File: src/rtl/calc_pkg.sv
// Shared encodings for the calc1 single-port responder and its ALU.
// Command and response fields use MSB-first [0:N-1] ordering.
package calc_pkg;

   localparam logic [0:3] CMD_NOP = 4'd0;
   localparam logic [0:3] CMD_ADD = 4'd1;
   localparam logic [0:3] CMD_SUB = 4'd2;
   localparam logic [0:3] CMD_SHL = 4'd5;
   localparam logic [0:3] CMD_SHR = 4'd6;

   localparam logic [0:1] RESP_NONE = 2'd0;
   localparam logic [0:1] RESP_OK   = 2'd1;
   localparam logic [0:1] RESP_ERR  = 2'd2;

   typedef enum logic [1:0] {
      ST_IDLE,
      ST_GET_OP2,
      ST_EXEC,
      ST_RESP
   } calc_state_t;

endpackage

File: src/rtl/calc_alu.sv
// Combinational calc1 arithmetic: unsigned add/sub with range errors,
// logical shifts by the low 5 bits of op2, and invalid-command rejection.
module calc_alu
   import calc_pkg::*;
#(
   parameter int DATA_W = 32
) (
   input  logic [0:3]        cmd,
   input  logic [0:DATA_W-1] op1,
   input  logic [0:DATA_W-1] op2,
   output logic [0:1]        resp,
   output logic [0:DATA_W-1] data
);

   logic [0:DATA_W] sum;
   logic [0:4]      shamt;

   always_comb begin
      sum   = {1'b0, op1} + {1'b0, op2};
      shamt = op2[DATA_W-5:DATA_W-1];
      resp  = RESP_ERR;
      data  = '0;
      case (cmd)
         CMD_ADD: begin
            // sum[0] is the carry-out of the widened add
            if (!sum[0]) begin
               resp = RESP_OK;
               data = sum[1:DATA_W];
            end
         end
         CMD_SUB: begin
            if (op2 <= op1) begin
               resp = RESP_OK;
               data = op1 - op2;
            end
         end
         CMD_SHL: begin
            resp = RESP_OK;
            data = op1 << shamt;
         end
         CMD_SHR: begin
            resp = RESP_OK;
            data = op1 >> shamt;
         end
         default: begin
            resp = RESP_ERR;
            data = '0;
         end
      endcase
   end

endmodule

File: src/rtl/calc_port_responder.sv
// Single-port calc1 responder: two-cycle operand capture, fixed-latency
// execute through calc_alu, one-cycle registered response.
//
// state      | meaning
// IDLE       | waiting for a nonzero command with operand 1
// GET_OP2    | capturing operand 2, loading latency counter
// EXEC       | counting down; result registered when counter hits 0
// RESP       | response valid for this single cycle
module calc_port_responder
   import calc_pkg::*;
#(
   parameter int LATENCY = 3,
   parameter int DATA_W  = 32
) (
   input  logic              c_clk,
   input  logic              reset,
   input  logic [0:3]        req_cmd_in,
   input  logic [0:DATA_W-1] req_data_in,
   output logic [0:1]        out_resp,
   output logic [0:DATA_W-1] out_data,
   output logic              busy
);

   calc_state_t       state_q, state_d;
   logic [0:3]        cmd_q;
   logic [0:DATA_W-1] op1_q;
   logic [0:DATA_W-1] op2_q;
   logic [3:0]        cnt_q;
   logic [0:1]        alu_resp;
   logic [0:DATA_W-1] alu_data;

   calc_alu #(.DATA_W(DATA_W)) u_alu (
      .cmd  (cmd_q),
      .op1  (op1_q),
      .op2  (op2_q),
      .resp (alu_resp),
      .data (alu_data)
   );

   always_ff @(posedge c_clk) begin
      if (reset) state_q <= ST_IDLE;
      else       state_q <= state_d;
   end

   always_comb begin
      state_d = state_q;
      case (state_q)
         ST_IDLE:    if (req_cmd_in != CMD_NOP) state_d = ST_GET_OP2;
         ST_GET_OP2: state_d = ST_EXEC;
         ST_EXEC:    if (cnt_q == 4'd0) state_d = ST_RESP;
         ST_RESP:    state_d = ST_IDLE;
         default:    state_d = ST_IDLE;
      endcase
   end

   always_ff @(posedge c_clk) begin
      if (reset) begin
         cmd_q    <= '0;
         op1_q    <= '0;
         op2_q    <= '0;
         cnt_q    <= '0;
         out_resp <= RESP_NONE;
         out_data <= '0;
      end else begin
         case (state_q)
            ST_IDLE: begin
               if (req_cmd_in != CMD_NOP) begin
                  cmd_q <= req_cmd_in;
                  op1_q <= req_data_in;
               end
            end
            ST_GET_OP2: begin
               op2_q <= req_data_in;
               cnt_q <= 4'(LATENCY - 1);
            end
            ST_EXEC: begin
               if (cnt_q == 4'd0) begin
                  out_resp <= alu_resp;
                  out_data <= alu_data;
               end else begin
                  cnt_q <= cnt_q - 4'd1;
               end
            end
            ST_RESP: begin
               out_resp <= RESP_NONE;
               out_data <= '0;
            end
            default: begin
               out_resp <= RESP_NONE;
               out_data <= '0;
            end
         endcase
      end
   end

   // Commands arriving while busy are dropped simply because only IDLE
   // looks at req_cmd_in.
   assign busy = (state_q != ST_IDLE);

endmodule

File: config.mk
export PLATFORM = sky130hd
export DESIGN_NAME = calc_port_responder
export DESIGN_NICKNAME = d
export VERILOG_FILES = /design/src/rtl/calc_pkg.sv /design/src/rtl/calc_alu.sv /design/src/rtl/calc_port_responder.sv
export SDC_FILE = /design/constraint.sdc
export NUM_CORES = 1
export LEC_CHECK = 0
export ABC_AREA = 1
export BUFFER_PORTS_ARGS = -buffer_cell sky130_fd_sc_hd__buf_2
export CORE_MARGIN = 10
export CORE_UTILIZATION = 45
export CTS_CLUSTER_SIZE = 28
export DETAILED_ROUTE_END_ITERATION = 16
export PLACE_DENSITY = 0.64
export SYNTH_ARGS = -nofsm -noshare
export SYNTH_HDL_FRONTEND = slang
export SYNTH_HIERARCHICAL = 1
export SYNTH_SLANG_ARGS = --single-unit
export TNS_END_PERCENT = 5
File: constraint.sdc
create_clock -name c_clk -period 6.2 [get_ports c_clk]
set_clock_uncertainty 0.05 [all_clocks]
set_input_delay 0.31 -clock c_clk [delete_from_list [all_inputs] [get_ports c_clk]]
set_output_delay 0.31 -clock c_clk [all_outputs]
set_load 0.1 [all_outputs]
* Word level (Yosys, flattened, before mapping)
Cells that the tools add are included.
** Operators by class
- $add $sub $neg :: 3
- Magnitude comparators :: 1
- Eq/ne operators :: 10
- Shift operators :: 2
- Muxes and demuxes :: 15
- Reduce and logical (&&, ||, !) cells :: 11
** Operators with widths (count)
- $pmux W32 S4 :: 1
- $mux W32 :: 3
- $pmux W32 S2 :: 1
- $add A32 B32 Y33 :: 1
- $le A32 B32 Y1 :: 1
- $shl A32 B5 Y32 :: 1
- $shr A32 B5 Y32 :: 1
- $sub A32 B32 Y32 :: 1
- $mux W2 :: 5
- $eq A4 B3 Y1 const B :: 2
- $pmux W2 S4 :: 1
- $pmux W4 S2 :: 1
- $reduce_and A2 Y1 :: 4
- $ne A2 B2 Y1 const B :: 3
- $pmux W2 S3 :: 1
- $reduce_bool A2 Y1 :: 3
- $eq A2 B2 Y1 const B :: 2
- $eq A4 B1 Y1 const B :: 1
- $eq A4 B2 Y1 const B :: 1
- $logic_not A4 Y1 :: 1
- $mux W4 :: 1
- $pmux W2 S2 :: 1
- $reduce_bool A4 Y1 :: 1
- $sub A4 B1 Y4 const B :: 1
- 3 further kinds :: 3
** Word-level totals
- Bits in registers :: 108
- Input port bits :: 38
- Output and inout port bits :: 35
- Logic and storage cells :: 49

* Longest topological paths before layout
- Depth in word-level cells :: 5
- Depth in mapped cells :: 24
- Gate-level depth less buffers :: 20

* Cells and area by module
The synthesis kept the hierarchy.
** By module, submodules not included
- calc_alu :: instances 1, cells an instance 1883, area an instance 8823.5 um2, sequential area each 0.0 um2
- calc_port_responder :: instances 1, cells an instance 571, area an instance 4107.7 um2, sequential area each 2162.1 um2

* Least setup slack after synthesis
OpenSTA, ideal clock, no wires.
- Path kind :: register to register
- Start point :: register op2_q[29] (netlist name)
- End point :: register out_data[17] (netlist name)
- Library setup time :: 117 ps
- Arrival time :: 2642 ps
- Required time :: 6033 ps
- Slack :: 3392 ps
- Stages on the path, launching flop included :: 24
- Buffers on the path :: 5
- Clock period less this slack :: 2808 ps
- Cells stage by stage :: dfxtp_1 buf_2 inv_1 buf_2 buf_1 ha_1 buf_4 nor2_1 nand2_1 nand3_1 nand2_1 nand2_1 nand2_1 nand2_1 nand2_1 nand2_1 nor2_4 buf_4 nand2_1 nand3_1 nand2_1 nand2_1 nand2_1 nor2_1
** Between the ends
- Cells in the longest elaborated chain, start to end :: 5
- Elaborated cells between the ends (all ways) :: 10
- Those cells by class :: add/sub: 2; order compare: 1; shift: 2; mux: 5
** Ends and longest elaborated chain
- start: declaration :: line calc_port_responder.sv:27 : logic [0:DATA_W-1] op2_q;
- start signal: assignment :: line calc_port_responder.sv:73 : op2_q <= req_data_in;
- $sub A32 B32 Y32 (tied with other cells) :: line calc_alu.sv:34 : data = op1 - op2;
- $mux W32 (on tied branches) :: line calc_alu.sv:32, calc_alu.sv:26
- $pmux W32 S4 * :: line calc_alu.sv:23 : case (cmd)
- named net alu_data, one bit :: line calc_port_responder.sv:30 : logic [0:DATA_W-1] alu_data;
- $mux W32 * :: line calc_port_responder.sv:77 : if (cnt_q == 4'd0) begin
- $pmux W32 S2 * :: line calc_port_responder.sv:65 : case (state_q)
- end signal: assignment :: line calc_port_responder.sv:79 : out_data <= alu_data;
- end: declaration :: line calc_port_responder.sv:20 : output logic [0:DATA_W-1] out_data,
The timed path passes the listed nets; every way through them passes the cells marked *. The select of a mux whose other input is x is not followed.
A chain may end at the register's enable or synchronous reset.

* Worst setup path after layout
- Start point :: register op2_q[31] (netlist name)
- End point :: register out_data[0] (netlist name)
Same word-level chain as after synthesis.

==> tab_implementation.tex <==
\begin{tabular}{lr}
\hline
Metric & Value \\
\hline
\multicolumn{2}{l}{\textbf{Clock tree}} \\
\quad CTS-repair resized insts & 0 \\
\quad Clock buffer depth & 2 \\
\quad TritonCTS clock tree & yes \\
\quad Number of clock buffers inserted by TritonCTS & 9 \\
\quad Root cell of the clock tree & sky130\_fd\_sc\_hd\_\_clkbuf\_16 \\
\quad Total of hold buffers inserted after clock tree synthesis & 0 \\
\quad Clock Latency Late Sink & 0.38 ns \\
\quad Count of clock tree sinks & 108 \\
\quad H-Tree Depth & 3 \\
\quad Clock transition at path regs & 0.09 ns \\
\quad Post-CTS Setup Bufs & 0 \\
\multicolumn{2}{l}{\textbf{Run}} \\
\quad Max-Cap Viols & 1 \\
\multicolumn{2}{l}{\textbf{Logic synthesis}} \\
\quad Cell types with the largest area share after synthesis & sky130\_fd\_sc\_hd\_\_nand2\_1 (24\%), sky130\_fd\_sc\_hd\_\_dfxtp\_1 (17\%), sky130\_fd\_sc\_hd\_\_nor2\_1 (12\%), sky130\_fd\_sc\_hd\_\_nand3\_1 (9.8\%), sky130\_fd\_sc\_hd\_\_inv\_1 (8.6\%) \\
\quad Warnings, synthesis & 6 \\
\quad Syn avg cell area & 5.27 µm² \\
\quad Post-synth top flop & sky130\_fd\_sc\_hd\_\_dfxtp\_1 \\
\quad Cell accounting for the most synthesized area & sky130\_fd\_sc\_hd\_\_nand2\_1 \\
\quad Register area share after synthesis & 16.7\% \\
\quad Commonest cells in the netlist & sky130\_fd\_sc\_hd\_\_nand2\_1 (837), sky130\_fd\_sc\_hd\_\_nor2\_1 (410), sky130\_fd\_sc\_hd\_\_inv\_1 (296) \\
\quad Most numerous cell in the Yosys netlist & sky130\_fd\_sc\_hd\_\_nand2\_1 \\
\quad Net count of the mapped netlist & 2566 \\
\quad FFs w/ async S/R, synth & 0\% \\
\quad Synth Cell Area & 12900 µm² \\
\quad Synthesized flop and latch total & 108 \\
\quad Cells after Synth & 2454 \\
\quad Count of unique library cells instantiated by Yosys & 43 \\
\quad Area share of the largest cell type after synthesis & 24.3\% \\
\quad Post-synth EDFFs & 0 \\
\multicolumn{2}{l}{\textbf{Timing}} \\
\quad Min Clock Period, post-route & 3.51 ns \\
\quad RSZ-0062 raised after global routing & no \\
\quad Worst rel slew slack & 0.393\% \\
\quad Final hold violation count & 0 \\
\quad Final worst path period share & 56.6\% \\
\quad Setup TNS & 0 ns \\
\quad Total of endpoints with negative setup slack in the final report & 0 \\
\quad Actual transition at the worst max-transition pin & 1.48 ns \\
\quad Pins Over Slew Limit & 0 \\
\quad Upper clock frequency limit & 0.285 GHz \\
\multicolumn{2}{l}{\textbf{Floorplanning}} \\
\quad Die Y & 190 µm \\
\quad Total die area & 35900 µm² \\
\quad Floorplan Core Area & 28100 µm² \\
\quad DIE WIDTH & 190 µm \\
\quad \# rows & 61 \\
\quad Effective utilization at floorplan & 46.0\% \\
\quad I/O pin total & 73 \\
\multicolumn{2}{l}{\textbf{Final layout}} \\
\quad Fillers & 3280 \\
\quad Final Instance Count excl. Fillers & 2822 \\
\quad Synthesis-to-finish area growth & 5.72\% \\
\quad Antenna diode instance count & 0 \\
\quad Number of nets in the finished design & 2551 \\
\quad Fraction of final layout cells sized beyond drive strength 1 & 6.14\% \\
\multicolumn{2}{l}{\textbf{Outcome}} \\
\quad Violated checks & max-capacitance violations \\
\quad Result of the run & finished, violations left \\
\multicolumn{2}{l}{\textbf{Detailed routing}} \\
\quad ANT nets after route & 0 \\
\quad Detailed-routing iteration count for the pre-antenna-repair pass & 7 \\
\quad Total wire length & 53.9 mm \\
\quad Vias post-DR & 15400 \\
\quad Count of routing violations after the opening detailed-route iteration & 1969 \\
\quad Residual DRC & 0 \\
\quad DR WL/cell & 19.1 µm \\
\quad Vias/cell & 5.46 \\
\multicolumn{2}{l}{\textbf{Placement}} \\
\quad Final estimated routing congestion in global placement & 1.04 \\
\quad Detail Placement HPWL & 42.9 mm \\
\quad Dpl cells & 2806 \\
\quad Number of buffer cells added on primary ports & 72 \\
\multicolumn{2}{l}{\textbf{Setup path}} \\
\quad Reg2Reg Setup Slack & 2.69 ns \\
\quad Critical path data required time & 6.42 ns \\
\quad Critical path start-end classification & reg -> reg \\
\quad Kind of start point of the critical path & flip-flop \\
\quad Critical Path AT & 3.73 ns \\
\quad Critical Path Sink Type & flip-flop \\
\quad Maximum fanout encountered on the critical timing path & 50 \\
\multicolumn{2}{l}{\textbf{Global route}} \\
\quad Largest net degree at the start of global routing & 93 \\
\quad Overall global routing resource usage & 29.0\% \\
\quad Vias in the first global route & 13700 \\
\quad Initial antenna violation count & 0 \\
\quad Wire length of the first global-routing pass & 81.1 mm \\
\quad Remaining global-route overflow & 0 \\
\multicolumn{2}{l}{\textbf{Worst hold path}} \\
\quad Class of the worst hold path & in -> reg \\
\hline
\end{tabular}
==> routing by layer <==
metal / up-vias / track usage (%) / wire length [µm]
met4: 4 / 10.5 / 1960
li1: 7612 / - / -
met5: - / 3.70 / 133
met1: 6958 / 41.7 / 25100
met2: 761 / 38.2 / 20100
met3: 61 / 9.81 / 6560
==> logic make-up (layout without fill, tap and decap cells) <==
logic type | after synthesis | after routing | synth area share (%)
xor gates and xnor gates | 28 | 28 | 1.90
DFF | 108 | 108 | 16.7
adders and majority gates | 74 | 74 | 7.28
buffers and inverters | 424 | 414 | 13.3
and+or+nand+nor | 1578 | 1578 | 50.0
muxes | 16 | 16 | 1.24
AOI/OAI and AO/OA | 226 | 226 | 9.61
==> cell type report <==
| class | count | area, µm² | share of cell area [%] |
|---|---|---|---|
| Clock buffer | 9 | 225 | 1.65 |
| Clock inverter | 7 | 91.3 | 0.668 |
| Inverter | 309 | 1160 | 8.52 |
| Multi-Input combinational cell | 1922 | 9060 | 66.3 |
| Sequential cell | 108 | 2170 | 15.8 |
| Tap cell | 378 | 473 | 3.46 |
| Timing Repair Buffer | 89 | 488 | 3.57 |
==> metrics by stage <==
stage	hold WS (ns)	worst slack (ns)	utilization, %	area (µm²)
after floorplan	0.376	3.39	-	12900
after global placement	0.391	2.85	47.5	13400
after detailed placement	0.406	2.89	47.5	13400
after CTS	0.107	2.85	48.7	13700
after global routing	0.122	2.46	48.7	13700
final	0.116	2.69	48.7	13700
==> flip-flops by register name, indices dropped and copies added (netlist names) <==
register and cells:
op1_q 32, op2_q 32, out_data 32, cmd_q 4
cnt_q 4, out_resp 2, state_q 2
==> placed cells by master, fill, tap and decap left out, types with 28 or more instances in the layout <==
cell,count
sky130_fd_sc_hd__nor2_1,408
sky130_fd_sc_hd__inv_1,294
sky130_fd_sc_hd__buf_2,72
sky130_fd_sc_hd__nand2_1,837
sky130_fd_sc_hd__a21oi_1,72
sky130_fd_sc_hd__nand3_1,252
sky130_fd_sc_hd__nand4_1,28
sky130_fd_sc_hd__o21ai_0,106
sky130_fd_sc_hd__dfxtp_1,105
sky130_fd_sc_hd__ha_1,72
==> worst max-delay path, stage by stage, from the launching register on <==
cell	delay [ns]
sky130_fd_sc_hd__dfxtp_1	0.54
sky130_fd_sc_hd__buf_4	0.40
sky130_fd_sc_hd__inv_2	0.41
sky130_fd_sc_hd__a21oi_1	0.35
sky130_fd_sc_hd__nand2_1	0.11
sky130_fd_sc_hd__o211ai_1	0.21
sky130_fd_sc_hd__nand3_1	0.26
sky130_fd_sc_hd__nand3_1	0.14
sky130_fd_sc_hd__nand2_1	0.05
sky130_fd_sc_hd__nor2_1	0.43
sky130_fd_sc_hd__nand3_1	0.13
sky130_fd_sc_hd__nand2_1	0.10
sky130_fd_sc_hd__nand2_1	0.06
sky130_fd_sc_hd__nand2_1	0.10
sky130_fd_sc_hd__nor2_1	0.05
==> worst paths after layout <==
| path | to | startpoint | depth (start not counted) |
|---|---|---|---|
| min | op2_q[18]$_SDFFE_PP0P_ | req_data_in[18] | 3 |
| max | out_data[0]$_SDFFE_PP0P_ | op2_q[31]$_SDFFE_PP0P_ | 14 |
| min reg2reg | cnt_q[0]$_SDFFE_PP0P_ | cnt_q[0]$_SDFFE_PP0P_ | 1 |
| max reg2reg | out_data[0]$_SDFFE_PP0P_ | op2_q[31]$_SDFFE_PP0P_ | 14 |
Power is left out: the tool's default activity adds up to more than one toggle a clock period on the data nets, which glitch-free logic cannot reach.
